$ cat src/rtl/uart_pkg.sv
// Shared UART line-format constants and FSM state encoding (uart_rx / uart_tx).
package uart_pkg;

   localparam int unsigned DATA_BITS            = 8;
   localparam logic        START_BIT            = 1'b0;
   localparam logic        STOP_BIT             = 1'b1;
   localparam int unsigned CLKS_PER_BIT_DEFAULT = 868;

   typedef logic [2:0] uart_state_t;

   localparam uart_state_t ST_IDLE      = 3'd0;
   localparam uart_state_t ST_START     = 3'd1;
   localparam uart_state_t ST_DATA      = 3'd2;
   localparam uart_state_t ST_STOP      = 3'd3;
   localparam uart_state_t ST_WAIT_HIGH = 3'd4;

endpackage

$ cat src/rtl/sync_2ff.sv
// Two-flop synchronizer for a single asynchronous input; resets to RESET_VAL.
module sync_2ff #(
   parameter logic RESET_VAL = 1'b1
) (
   input  logic clk_i,
   input  logic rst_ni,
   input  logic d_i,
   output logic q_o
);

   logic meta_q;
   logic sync_q;

   always_ff @(posedge clk_i or negedge rst_ni) begin
      if (!rst_ni) begin
         meta_q <= RESET_VAL;
         sync_q <= RESET_VAL;
      end else begin
         meta_q <= d_i;
         sync_q <= meta_q;
      end
   end

   assign q_o = sync_q;

endmodule

$ cat src/rtl/uart_rx.sv
// 8N1 UART receiver with mid-bit sampling, valid/ready output and framing/overrun flags.
module uart_rx
   import uart_pkg::*;
#(
   parameter int unsigned CLKS_PER_BIT = CLKS_PER_BIT_DEFAULT,
   parameter int unsigned HALF_BIT     = CLKS_PER_BIT / 2
) (
   input  logic       clk,
   input  logic       rst,
   input  logic       rx,
   output logic [7:0] rx_data,
   output logic       rx_valid,
   input  logic       rx_ready,
   output logic       frame_err,
   output logic       overrun
);

   localparam int unsigned     CNT_W     = $clog2(CLKS_PER_BIT);
   localparam logic [CNT_W-1:0] BIT_LAST  = CNT_W'(CLKS_PER_BIT - 1);
   localparam logic [CNT_W-1:0] HALF_LAST = CNT_W'(HALF_BIT - 1);
   localparam logic [2:0]       LAST_IDX  = 3'(DATA_BITS - 1);

   logic             rx_s;
   uart_state_t      state_q, state_d;
   logic [CNT_W-1:0] cnt_q, cnt_d;
   logic [2:0]       idx_q, idx_d;
   logic [7:0]       shift_q, shift_d;
   logic [7:0]       data_q, data_d;
   logic             valid_q, valid_d;
   logic             ferr_q, ferr_d;
   logic             ovr_q, ovr_d;
   logic             byte_done;

   sync_2ff #(.RESET_VAL(1'b1)) u_sync (
      .clk_i  (clk),
      .rst_ni (rst),
      .d_i    (rx),
      .q_o    (rx_s)
   );

   always_comb begin
      state_d   = state_q;
      cnt_d     = cnt_q;
      idx_d     = idx_q;
      shift_d   = shift_q;
      data_d    = data_q;
      valid_d   = valid_q;
      ferr_d    = 1'b0;
      ovr_d     = 1'b0;
      byte_done = 1'b0;

      if (valid_q && rx_ready) valid_d = 1'b0;

      case (state_q)
         ST_IDLE: begin
            if (rx_s == START_BIT) begin
               state_d = ST_START;
               cnt_d   = '0;
            end
         end
         ST_START: begin
            if (cnt_q == HALF_LAST) begin
               cnt_d = '0;
               idx_d = '0;
               state_d = (rx_s == START_BIT) ? ST_DATA : ST_IDLE;
            end else begin
               cnt_d = cnt_q + CNT_W'(1);
            end
         end
         ST_DATA: begin
            if (cnt_q == BIT_LAST) begin
               cnt_d          = '0;
               shift_d[idx_q] = rx_s;
               if (idx_q == LAST_IDX) state_d = ST_STOP;
               else                   idx_d   = idx_q + 3'd1;
            end else begin
               cnt_d = cnt_q + CNT_W'(1);
            end
         end
         ST_STOP: begin
            if (cnt_q == BIT_LAST) begin
               cnt_d = '0;
               if (rx_s == STOP_BIT) begin
                  state_d   = ST_IDLE;
                  byte_done = 1'b1;
               end else begin
                  state_d = ST_WAIT_HIGH;
                  ferr_d  = 1'b1;
               end
            end else begin
               cnt_d = cnt_q + CNT_W'(1);
            end
         end
         ST_WAIT_HIGH: begin
            if (rx_s == STOP_BIT) state_d = ST_IDLE;
         end
         default: state_d = ST_IDLE;
      endcase

      // A byte may load in the same cycle the previous one is accepted.
      if (byte_done) begin
         if (!valid_q || rx_ready) begin
            data_d  = shift_q;
            valid_d = 1'b1;
         end else begin
            ovr_d = 1'b1;
         end
      end
   end

   always_ff @(posedge clk or negedge rst) begin
      if (!rst) begin
         state_q <= ST_IDLE;
         cnt_q   <= '0;
         idx_q   <= '0;
         shift_q <= '0;
         data_q  <= '0;
         valid_q <= 1'b0;
         ferr_q  <= 1'b0;
         ovr_q   <= 1'b0;
      end else begin
         state_q <= state_d;
         cnt_q   <= cnt_d;
         idx_q   <= idx_d;
         shift_q <= shift_d;
         data_q  <= data_d;
         valid_q <= valid_d;
         ferr_q  <= ferr_d;
         ovr_q   <= ovr_d;
      end
   end

   assign rx_data   = data_q;
   assign rx_valid  = valid_q;
   assign frame_err = ferr_q;
   assign overrun   = ovr_q;

endmodule

$ cat config.mk
export PLATFORM = sky130hd
export DESIGN_NAME = uart_rx
export DESIGN_NICKNAME = d
export VERILOG_FILES = /design/src/rtl/uart_pkg.sv /design/src/rtl/sync_2ff.sv /design/src/rtl/uart_rx.sv
export SDC_FILE = /design/constraint.sdc
export NUM_CORES = 1
export LEC_CHECK = 0
export ABC_AREA = 1
export CAP_MARGIN = 20
export CORE_ASPECT_RATIO = 1.25
export CORE_MARGIN = 2
export CORE_UTILIZATION = 61
export CTS_BUF_LIST = sky130_fd_sc_hd__clkbuf_16
export CTS_CLUSTER_SIZE = 10
export DETAILED_ROUTE_END_ITERATION = 10
export PLACE_DENSITY_LB_ADDON = 0.08
export SYNTH_ARGS = -nofsm -noshare
export SYNTH_HDL_FRONTEND = slang
export SYNTH_HIERARCHICAL = 1
export SYNTH_SLANG_ARGS = --single-unit
export TNS_END_PERCENT = 5
$ cat constraint.sdc
create_clock -name clk -period 4.05 [get_ports clk]
set_clock_uncertainty 0.2 [all_clocks]
set_input_delay 0.405 -clock clk [delete_from_list [all_inputs] [get_ports clk]]
set_output_delay 0.405 -clock clk [all_outputs]
set_load 0.005 [all_outputs]
## Word level (Yosys, flattened, before mapping)

Cells that the tools add are included.

- Register bits: 37
- Bits in latches: 0
- RAM bits: 0
- Bits in read-only memories: 0
- Input port bits: 4
- Output and inout port bits: 11
- Word-level logic and storage cells: 72
- Memories kept: 0

- Add/sub/neg operators: 2
- Multipliers: 0
- Divide/modulo/power cells: 0
- Magnitude comparators: 2
- Equality and inequality tests: 14
- Shift-type cells: 0
- Mux-type cells: 31
- Bitwise operators: 0
- Reduce and logical (&&, ||, !) cells: 13

Operator list:

| kind | number |
|---|---|
| 10-bit 2-to-1 mux | 3 |
| 3-bit 2-to-1 mux | 10 |
| 10-bit case mux with 3 select lines | 1 |
| 3-bit case mux with 5 select lines | 1 |
| 1-bit 2-to-1 mux | 12 |
| 2-bit != test (second input constant) | 6 |
| 10-bit by 1-bit adder with 10-bit output (second input constant) | 1 |
| 10-bit equality test (second input constant) | 1 |
| 10-bit by 9-bit equality test with 1-bit output (second input constant) | 1 |
| 8-bit bitwise mux | 1 |
| 3-bit by 2-bit equality test with 1-bit output (second input constant) | 2 |
| 3-bit equality test (second input constant) | 2 |
| 3-bit case mux with 2 select lines | 1 |
| 2-bit AND reduction | 3 |
| 6-bit AND reduction | 1 |
| 3-bit by 4-bit less-than comparator with 1-bit output (second input constant) | 1 |
| 4-bit AND reduction | 1 |
| 3-bit by 1-bit adder with 3-bit output (second input constant) | 1 |
| 1-bit demux with 3-bit select | 1 |
| 3-bit by 1-bit equality test with 1-bit output (second input constant) | 1 |
| 3-bit by 1-bit greater-or-equal comparator with 1-bit output (second input constant) | 1 |
| 3-bit zero test | 1 |
| 3-bit nonzero test | 1 |
| 1-bit logical AND | 2 |
| other kinds (6) | 6 |

## Depth between registers and ports, before layout

Gate-level depths: netlist of run 1.

- Depth in word-level cells: 5
- Depth in mapped cells: 11
- Gate-level depth less buffers: 11

## Hierarchy

Netlist of run 1, hierarchy kept.

By module, submodules not included:

| module | instances | cells each | area each (um^2) | sequential area each (um^2) |
|---|---|---|---|---|
| uart_rx | 1 | 237 | 1820.5 | 875.8 |
| sync_2ff | 1 | 2 | 52.6 | 52.6 |

## Worst setup path before layout of run 1

No wires, ideal clock.

- Kind: register to register
- Start: register idx_q[0]
- End: register idx_q[0]
- Library setup time: 0.117 ns
- Arrival time: 1.287 ns
- Required time: 3.733 ns
- Path slack: 2.446 ns
- Stages on the path, launching flop included: 8
- Path buffers: 0
- Clock period less this slack: 1.604 ns
- Cell sequence: dfrtp_1 -> ha_1 -> ha_1 -> or2_1 -> nand2_1 -> nand2_2 -> nand2_1 -> nand2_1

- Word-level cells in the longest chain between the ends: 4
- Elaborated cells on any way between the ends: 7
- Classes of those cells: 1 x add/sub; 2 x eq/ne; 3 x mux; 1 x reduce/logical

RTL lines:

| element | RTL line | RTL |
|---|---|---|
| start: declaration | uart_rx.sv:26 | `logic [2:0] idx_q, idx_d;` |
| start signal: assignment | uart_rx.sv:124 | `idx_q <= idx_d;` |
| 3-bit by 1-bit adder with 3-bit output | uart_rx.sv:75 | `else idx_d = idx_q + 3'd1;` |
| 3-bit 2-to-1 mux | uart_rx.sv:74 | `if (idx_q == LAST_IDX) state_d = ST_STOP;` |
| 3-bit 2-to-1 mux | uart_rx.sv:71 | `if (cnt_q == BIT_LAST) begin` |
| 3-bit case mux with 2 select lines | uart_rx.sv:54 | `case (state_q)` |

Parallel ways exist; a longest one is shown, timed or not. The select of a mux whose other input is x is not followed.
A chain may end at the register's enable or synchronous reset.

## Worst setup path after layout of run 1

- Start: register cnt_q[0]
- End: register data_q[2], in the netlist rx_data[2]

- Word-level cells in the longest chain between the ends: 4

RTL lines:

| element | RTL line | RTL |
|---|---|---|
| start: declaration | uart_rx.sv:25 | `logic [CNT_W-1:0] cnt_q, cnt_d;` |
| start signal: assignment | uart_rx.sv:123 | `cnt_q <= cnt_d;` |
| 10-bit equality test | uart_rx.sv:81 | `if (cnt_q == BIT_LAST) begin` |
| 1-bit 2-to-1 mux | uart_rx.sv:81 |  |
| 1-bit 2-to-1 mux | uart_rx.sv:54 |  |
| 2-bit AND reduction (no line) | - |  |
| end signal: assignment | uart_rx.sv:126 | `data_q <= data_d;` |
| end: declaration | uart_rx.sv:28 | `logic [7:0] data_q, data_d;` |

Every way passes these cells.

==> impl_metrics.py, run 1 <==
metrics = {
    "setup_path": {
        "cp_slowest_cell": "dfrtp_1",
        "reg2regPathDepth": 8,
        "critPathLaunchType": "flip-flop",
        "cp-end-kind": "flip-flop",
        "crit_buf_inv": 1,
        "r2r-end": "rx_data[2]",
        "cp_top_family": "simple AND/OR/NAND/NOR gates",
        "critPathKind": "flip-flop to flip-flop",
        "worstPathMaxFanout": 8,
        "path_cells": "ha_1, nand2_1, nor2_1, nand3_2, clkinv_2, nand4_2, nand2_1, nand2_1",
        "reg2reg_from": "cnt_q[0]",
        "rrSetupSlack_ns": 2.25,
        "cpPeakStageDelay_ns": 0.41,
        "worstPathRequired_ns": 4.02,
        "crit_arrival_ns": 1.77,
        "crit_top_cell": "nand2_1",
    },
    "sta": {
        "final.min_clock_period_ns": 1.80,
        "setup_ws_ns": 2.25,
        "period_share_pct": 44.5,
        "relSlewSlack_pct": 47.4,
        "final.setup.tns_ns": 0,
        "rsz0062_at_grt": "no",
        "final_max_slew_viol_count": 0,
        "timing.final.hold_violations": 0,
        "hold_slack_ns": 0.00596,
        "worst_pin_slew_ns": 0.789,
        "fmax_ghz": 0.555,
        "setup_viol": 0,
    },
    "finish": {
        "final_common_cell": "nand2_1",
        "final_nets": 267,
        "diodes": 0,
        "fin_area_sq_um": 2210,
        "final_cells": 296,
        "area_delta_synth_final_pct": 18.0,
        "final_util_pct": 75.1,
        "layout-drive-gt1-share_pct": 11.5,
        "mostFrequentLayoutCells": "nand2_1 (89), dfrtp_1 (35), inv_1 (19), nor2_1 (19), nand3_1 (16)",
    },
    "logic_synthesis": {
        "ys.flop_type": "dfrtp_1",
        "synth_seq_cells": 37,
        "async_reset_ff_share_pct": 100,
        "ys_warn_count": 6,
        "synth-edff-count": 0,
        "yosys.cell_types.count": 29,
        "ys_seq_area_share_pct": 49.6,
        "syn_area_sq_um": 1870,
        "synth_top_area_share_pct": 46.8,
        "synthTopCellsByArea": "dfrtp_1 (47%), nand2_1 (18%), nand3_1 (4.3%)",
        "netlist_instances": 239,
        "syn_avg_cell_area_sq_um": 7.84,
        "syn_nets": 247,
        "yosysTopAreaCell": "dfrtp_1",
    },
    "routing": {
        "vias": 1561,
        "drt_iter0_markers": 48,
        "first_pass_iters": 4,
        "wl_per_cell_um": 12.9,
        "drcViolationCount": 0,
        "postRouteAntennaNets": 0,
        "drt-total-wl_mm": 3.83,
        "vias_per_cell": 5.27,
    },
    "pwr": {
        "powerDensity_nw_per_um2": 366,
        "p_total_uw": 810,
        "max-vdd-ir-drop_mv": 0.351,
        "power.leakage_nw": 1.10,
    },
    "clock_network": {
        "insertion_delay_ns": 0.28,
        "clkTransAtPathRegs_ns": 0.05,
        "cts-root-buf": "clkbuf_16",
        "cts-htree-levels": 2,
        "cts_setup_buffers": 0,
        "cts_tree": "built",
        "clockBufferDepth": 2,
        "numCtsBuffers": 5,
        "hold_buffers": 0,
        "post_cts_resized": 0,
        "cts_num_sinks": 37,
    },
    "placed_design": {
        "hpwl_mm": 2.65,
        "gp_congestion": 0.848,
        "pre_cts_ws_ns": 2.13,
        "place_area_sq_um": 2050,
        "dp.cells": 288,
        "portBuffers": 14,
    },
    "die": {
        "pin_count": 15,
        "dieArea_sq_um": 3530,
        "initial_utilization_pct": 63.6,
        "die_height_um": 66.0,
        "core-area_sq_um": 2950,
        "die_x_um": 53.6,
        "fp-row-count": 22,
    },
    "global_routing": {
        "grt_pass1_vias": 1555,
        "grt_max_degree": 38,
        "overflow": 0,
        "antenna_found_initial": 0,
        "grtUsageTotal_pct": 26.4,
        "grt_pass1_wl_mm": 6.62,
    },
    "worst_hold_path": {
        "min_path_type": "input pin to async pin",
    },
    "outcome": {
        "status": "complete, no violations",
    },
    "job": {
        "drv_cap": 0,
    },
}
## final cells by class
| class | count | area [sq um] |
|---|---|---|
| clock buffer | 5 | 125 |
| clock inverter | 3 | 37.5 |
| fill | 214 | 734 |
| inverter | 29 | 111 |
| multi-input combinational | 172 | 828 |
| sequential | 37 | 928 |
| tap | 36 | 45.0 |
| timing repair buffer | 14 | 135 |
## cells in the mapped netlist (2+ instances only)
cell      instances
dfstp_2           2
dfrtp_1          35
nor3_1            4
clkinv_2          2
inv_2             8
o21ai_0           6
nand3_1          16
ha_1              4
nand3b_1          3
nand2_1          89
nand2_2           3
o21ai_1           7
or2_1             2
nor2_2            3
inv_1            18
nor2_1           19
a21oi_1           6
## metal layers
layer / routed length, um / vias up / global-route usage (%)
li1: - / 793 / -
met1: 1560 / 722 / 28.4
met2: 2020 / 35 / 46.1
met3: 157 / 11 / 8.14
met4: 100 / 0 / 11.5
met5: 0 / - / 0
## where the power goes
part | switching [mW] | total, mW | internal (mW)
clock | 0.140 | 0.425 | 0.286
sequential | 0.00192 | 0.374 | 0.372
combinational | 0.00867 | 0.0110 | 0.00229
## sequential cells by signal, indices dropped and copies added, names as in the netlist
name	count
cnt_q	10
rx_data	8
shift_q	8
idx_q	3
state_q	3
frame_err	1
overrun	1
rx_valid	1
u_sync/meta_q	1
u_sync/q_o	1
## worst max-delay path by stage
| stage | startpoint | end | slack, ns | cells past startpoint |
|---|---|---|---|---|
| 3_5_place_dp | rx_ready | rx_data[5] | 2.13 | 6 |
| 4_1_cts | cnt_q[0] | rx_data[2] | 2.23 | 8 |
| 3_3_place_gp | rx_ready | rx_data[5] | 2.20 | 6 |
| 2_1_floorplan | idx_q[0] | idx_q[0] | 2.45 | 7 |
| 6_report | cnt_q[0] | rx_data[2] | 2.25 | 8 |
| 5_1_grt | cnt_q[0] | rx_data[2] | 2.04 | 8 |
## cell families after synthesis
kind of cell | after synthesis | share of synthesized area [%]
simple gates | 147 | 35.7
flops | 37 | 49.6
buf+inv | 30 | 6.21
compound gates | 20 | 5.41
fa+ha+maj | 4 | 2.67
xor+xnor | 1 | 0.468
(Power assumes the default switching activity.)
==> inputs of run 2 (changes only) <==
Settings changed: CORE_UTILIZATION 61 to 57.
Clock period 4.05 ns to 1.8 ns, I/O delays scaled along.
==> run 2 against run 1 <==
Die area rose by 6.5%. Total power up 110%. Cell area grew 3.8%. Critical path type unchanged. Hold slack improved by 0.10 ns.
==> impl_metrics.py, run 2 (synthesis results as in run 1) <==
metrics = {
    "global_routing": {
        "antenna_found_initial": 0,
        "grt_max_degree": 20,
        "overflow": 0,
        "grt_pass1_wl_mm": 6.76,
        "grtUsageTotal_pct": 23.6,
        "grt_pass1_vias": 1571,
    },
    "clock_network": {
        "cts_tree": "built",
        "cts_num_sinks": 37,
        "cts-htree-levels": 2,
        "insertion_delay_ns": 0.28,
        "cts-root-buf": "clkbuf_16",
        "clkTransAtPathRegs_ns": 0.06,
        "clockBufferDepth": 2,
        "numCtsBuffers": 5,
    },
    "finish": {
        "fin_area_sq_um": 2290,
        "area_delta_synth_final_pct": 22.5,
        "mostFrequentLayoutCells": "nand2_1 (86), dfrtp_1 (35), inv_1 (19)",
        "final_nets": 275,
        "top_register": "cnt_q",
        "final_util_pct": 72.5,
        "largest_register_ffs": 10,
        "fill_cells": 265,
        "final_common_cell": "nand2_1",
        "final_cells": 305,
        "layout-drive-gt1-share_pct": 16.0,
        "diodes": 0,
    },
    "routing": {
        "drt-total-wl_mm": 3.96,
        "postRouteAntennaNets": 0,
        "vias_per_cell": 5.35,
        "drt_iter0_markers": 43,
        "wl_per_cell_um": 13.0,
        "drcViolationCount": 0,
        "first_pass_iters": 4,
        "vias": 1632,
    },
    "setup_path": {
        "reg2reg_from": "cnt_q[1]",
        "worstPathMaxFanout": 8,
        "rrSetupSlack_ns": 0.11,
        "crit_top_cell": "nand2_1",
        "r2r-end": "rx_data[7]",
        "critPathKind": "flip-flop to flip-flop",
        "cpPeakStageDelay_ns": 0.37,
        "crit_arrival_ns": 1.70,
        "reg2regPathDepth": 9,
        "critPathLaunchType": "flip-flop",
        "cp_slowest_cell": "dfrtp_1",
        "path_cells": "ha_2, nand2_1, nor2_4, nand3_4, clkinv_4, nand3_4, nor2_8, nand2_1, nand2_1",
        "worstPathRequired_ns": 1.82,
        "worstSetupStartpoint": "cnt_q[1]",
        "cp-end-kind": "flip-flop",
    },
    "placed_design": {
        "hpwl_mm": 2.94,
        "portBuffers": 14,
        "dp.cells": 295,
        "place_area_sq_um": 2090,
        "gp_congestion": 0.831,
        "pre_cts_ws_ns": -0.00975,
    },
    "die": {
        "core-area_sq_um": 3170,
        "initial_utilization_pct": 59.2,
        "die_x_um": 55.3,
        "die_height_um": 68.1,
        "pin_count": 15,
        "dieArea_sq_um": 3760,
        "fp-row-count": 23,
    },
    "pwr": {
        "combPwrFrac_pct": 2.1,
        "power.net_switching_uw": 347,
        "pwr-share-seq_pct": 49.4,
        "clockPowerShare_pct": 48.5,
        "p_int_mw": 1.35,
        "p_total_mw": 1.70,
        "powerDensity_nw_per_um2": 740,
        "max-vdd-ir-drop_mv": 0.660,
        "power.leakage_nw": 1.13,
        "p_sw_share_pct": 20.5,
    },
    "sta": {
        "relSlewSlack_pct": 72.1,
        "timing.final.hold_violations": 0,
        "worst_pin_slew_ns": 0.418,
        "rsz0062_at_grt": "yes",
        "fmax_ghz": 0.593,
        "setup_ws_ns": 0.113,
        "final.setup.tns_ns": 0,
        "setup_viol": 0,
        "hold_slack_ns": 0.107,
        "period_share_pct": 93.7,
        "final.min_clock_period_ns": 1.69,
        "final_max_slew_viol_count": 0,
    },
    "worst_hold_path": {
        "worstHoldStart": "rx",
        "min_path_type": "input pin to flip-flop",
        "worst_hold_path.endpoint": "u_sync/meta_q",
        "whs_path_depth": 1,
    },
    "job": {
        "drv_cap": 0,
    },
    "outcome": {
        "status": "complete, no violations",
    },
}
[run 2: changes by cell type in the layout (fill, tap and decap cells not counted), sizes merged]
cell	previous run	this run
buf	1	8
dlygate4sd3	0	1
bufinv	1	0
inv	27	28
[run 2: layout make-up]
type | count | area (sq um) | share of cell area [%]
Clock buffer | 5 | 125 | 5.45
Clock inverter | 3 | 13.8 | 0.600
Inverter | 29 | 116 | 5.07
Multi-Input combinational cell | 172 | 867 | 37.8
Sequential cell | 37 | 928 | 40.5
Tap cell | 37 | 46.3 | 2.02
Timing Repair Buffer | 22 | 198 | 8.62
[run 2: worst max-delay path: cells and delay by family, from the launching register on]
kind | cells | cell delay, ns
adders and majority gates | 1 | 0.20
and+or+nand+nor | 7 | 0.74
buffers and inverters | 1 | 0.11
DFF | 1 | 0.37
[run 2: worst max-delay path by stage]
stage | end
floorplan | idx_q[0]
global placement | rx_data[2]
detailed placement | rx_data[7]
CTS | cnt_q[8]
global route | shift_q[4]
finish | rx_data[7]
[run 2: what timing repair did]
item | in CTS | in global routing
endpoints found under the hold margin | 17 | 0
buffers inserted | 1 | 0
hold buffers | 1 | 0
pin swaps | 1 | 1
endpoints found under the setup margin | 15 | 28
resized for setup | 4 | 7
gates cloned | 0 | 0
[run 2: layer usage]
metal  global-route usage (%)  vias to the layer above  part of all wire [%]
met5                        0                        -                     0
met4                     13.1                        0                   2.7
met3                     3.40                       12                   2.5
met2                     44.8                       29                    55
met1                     25.4                      780                    40
li1                         -                      811                     -
[run 2: power groups by stage]
stage	Clock (mW)	Combinational (mW)	Sequential (mW)
final	0.824	0.0358	0.838
after global routing	0.867	0.0419	0.838
after CTS	0.827	0.0373	0.838
after detailed placement	0	0.0352	0.853
after global placement	0	0.0348	0.853
after floorplan	0	0.00627	0.851
==> inputs of run 3 (changes only) <==
Settings changed: CORE_ASPECT_RATIO 1.25 to unset.
==> run 3 against run 2 <==
Critical path depth fell by 2. Sequential cell count is the same. Sequential share of layout area is 1.4 points lower. Sequential power is essentially flat. Hold slack improved by 0.011 ns. Wire length is 0.78% higher. Combinational power is 4% higher. Cell area up 3.7%. Die area hardly changed. Clock power is 16% higher. Via count is 0.31% lower. Critical endpoint is now idx_q[1].
==> impl_metrics.py, run 3 (synthesis results as in run 1) <==
metrics = {
    "sta": {
        "worst_pin_slew_ns": 0.466,
        "final_max_slew_viol_count": 0,
        "timing.final.hold_violations": 0,
        "relSlewSlack_pct": 68.9,
        "final.setup.tns_ns": 0,
        "rsz0062_at_grt": "yes",
        "fmax_ghz": 0.578,
        "setup_viol": 0,
        "final.min_clock_period_ns": 1.73,
        "period_share_pct": 96.2,
    },
    "setup_path": {
        "reg2reg_from": "state_q[2]",
        "crit_arrival_ns": 1.70,
        "worstPathRequired_ns": 1.77,
        "worstPathMaxFanout": 6,
        "cp-end-kind": "flip-flop",
        "worstSetupStartpoint": "state_q[2]",
        "critPathKind": "flip-flop to flip-flop",
        "critPathLaunchType": "flip-flop",
    },
    "clock_network": {
        "cts-root-buf": "clkbuf_16",
        "cts-htree-levels": 2,
        "insertion_delay_ns": 0.28,
        "cts_num_sinks": 37,
        "cts_tree": "built",
        "clockBufferDepth": 2,
        "clkTransAtPathRegs_ns": 0.05,
        "numCtsBuffers": 5,
    },
    "global_routing": {
        "grt_util_met2_pct": 37.8,
        "grt_max_degree": 21,
        "grt_use_met1_pct": 34.7,
        "overflow": 0,
        "grt.met3_usage_pct": 6.51,
        "grt_pass1_vias": 1485,
        "antenna_found_initial": 0,
        "grtUsageTotal_pct": 24.6,
        "top_usage_layer": "met2",
        "grt_pass1_wl_mm": 6.69,
    },
    "die": {
        "core-area_sq_um": 3080,
        "fp-row-count": 20,
        "dieArea_sq_um": 3760,
        "die_x_um": 61.3,
        "die_height_um": 61.3,
        "initial_utilization_pct": 60.9,
        "pin_count": 15,
    },
    "routing": {
        "vias_per_cell": 5.18,
        "postRouteAntennaNets": 0,
        "wl_per_cell_um": 12.7,
        "drt-total-wl_mm": 3.99,
        "drt_iter0_markers": 106,
        "drcViolationCount": 0,
        "vias": 1627,
        "first_pass_iters": 4,
    },
    "pwr": {
        "p_int_mw": 1.49,
        "pwr-share-seq_pct": 45.9,
        "combPwrFrac_pct": 2.0,
        "p_sw_share_pct": 18.3,
        "powerDensity_nw_per_um2": 769,
        "power.net_switching_uw": 335,
        "clockPowerShare_pct": 52.1,
        "power.leakage_nw": 1.15,
        "max-vdd-ir-drop_mv": 0.669,
    },
    "finish": {
        "multiInputGateArea_sq_um": 887,
        "mostFrequentLayoutCells": "nand2_1 (83), dfrtp_1 (35), inv_1 (19)",
        "largest_register_ffs": 10,
        "diodes": 0,
        "final_nets": 277,
        "layout-drive-gt1-share_pct": 17.8,
        "final-seq-area_sq_um": 928,
        "fill_cells": 221,
        "final_common_cell": "nand2_1",
        "top_register": "cnt_q",
        "area_delta_synth_final_pct": 27.0,
        "fin_area_sq_um": 2380,
    },
    "outcome": {
        "status": "complete, no violations",
    },
    "worst_hold_path": {
        "worstHoldStart": "rx",
        "min_path_type": "input pin to flip-flop",
    },
    "placed_design": {
        "gp_congestion": 0.903,
        "portBuffers": 14,
        "place_area_sq_um": 2120,
        "hpwl_mm": 2.74,
    },
    "job": {
        "drv_cap": 0,
    },
}
run 3: final cells by class:
cell class | instances | area share, %
multi-input combinational | 172 | 37.3
sequential | 37 | 39.0
tap | 44 | 2.31
timing repair buffer | 24 | 9.63
inverter | 29 | 4.89
clock buffer | 5 | 5.26
clock inverter | 3 | 1.58
run 3: worst max-delay path, stage by stage, from the launching register on:
cell and delay [ns]:
dfrtp_1 0.45, nor2_1 0.20, nand2_2 0.13, or2_1 0.25, nand2_1 0.19, nand2_4 0.09
nand2_1 0.07, nand2_1 0.05
run 3: path summary, 6_finish.rpt:
kind / endpoint / slack (ns) / depth (start not counted)
setup reg to reg: idx_q[1] / 0.07 / 7
max in group asynchronous: shift_q[3] / 0.76 / 3
hold / removal: u_sync/meta_q / 0.12 / 1
hold reg to reg: u_sync/q_o / 0.16 / 0
setup / recovery: idx_q[1] / 0.07 / 7
min in group asynchronous: rx_valid / 0.19 / 2
run 3: per-layer routing:
layer	vias up	wire length, um
met4	0	57
li1	813	-
met1	759	1770
met5	-	0
met3	6	241
met2	49	1920
run 3: metrics by stage:
| stage | hold slack (ns) | utilization, % | worst slack (ns) | instances | power, mW |
|---|---|---|---|---|---|
| after floorplan | -0.316 | - | 0.196 | 239 | 0.858 |
| after global placement | -0.0508 | 69.0 | 0.0634 | 303 | 0.888 |
| after detailed placement | -0.0472 | 69.0 | 0.0260 | 303 | 0.889 |
| after CTS | 0.120 | 74.6 | -0.00234 | 312 | 1.85 |
| after global routing | 0.126 | 77.3 | -0.0692 | 314 | 1.89 |
| final | 0.118 | 77.3 | 0.0691 | 314 | 1.83 |
run 3: power by group through the flow:
stage / Clock (mW) / Combinational, mW / Sequential [mW]
5_1_grt: 1.01 / 0.0427 / 0.838
6_report: 0.952 / 0.0372 / 0.839
4_1_cts: 0.970 / 0.0385 / 0.838
3_5_place_dp: 0 / 0.0363 / 0.853
2_1_floorplan: 0 / 0.00627 / 0.851
3_3_place_gp: 0 / 0.0359 / 0.852
run 3: what timing repair did:
item | CTS | global route
hold endpoints to repair | 17 | 0
buffers inserted | 0 | 2
setup endpoints to repair | 2 | 33
hold buffers | 1 | 0
gates resized for setup | 0 | 19
pin swaps | 0 | 4
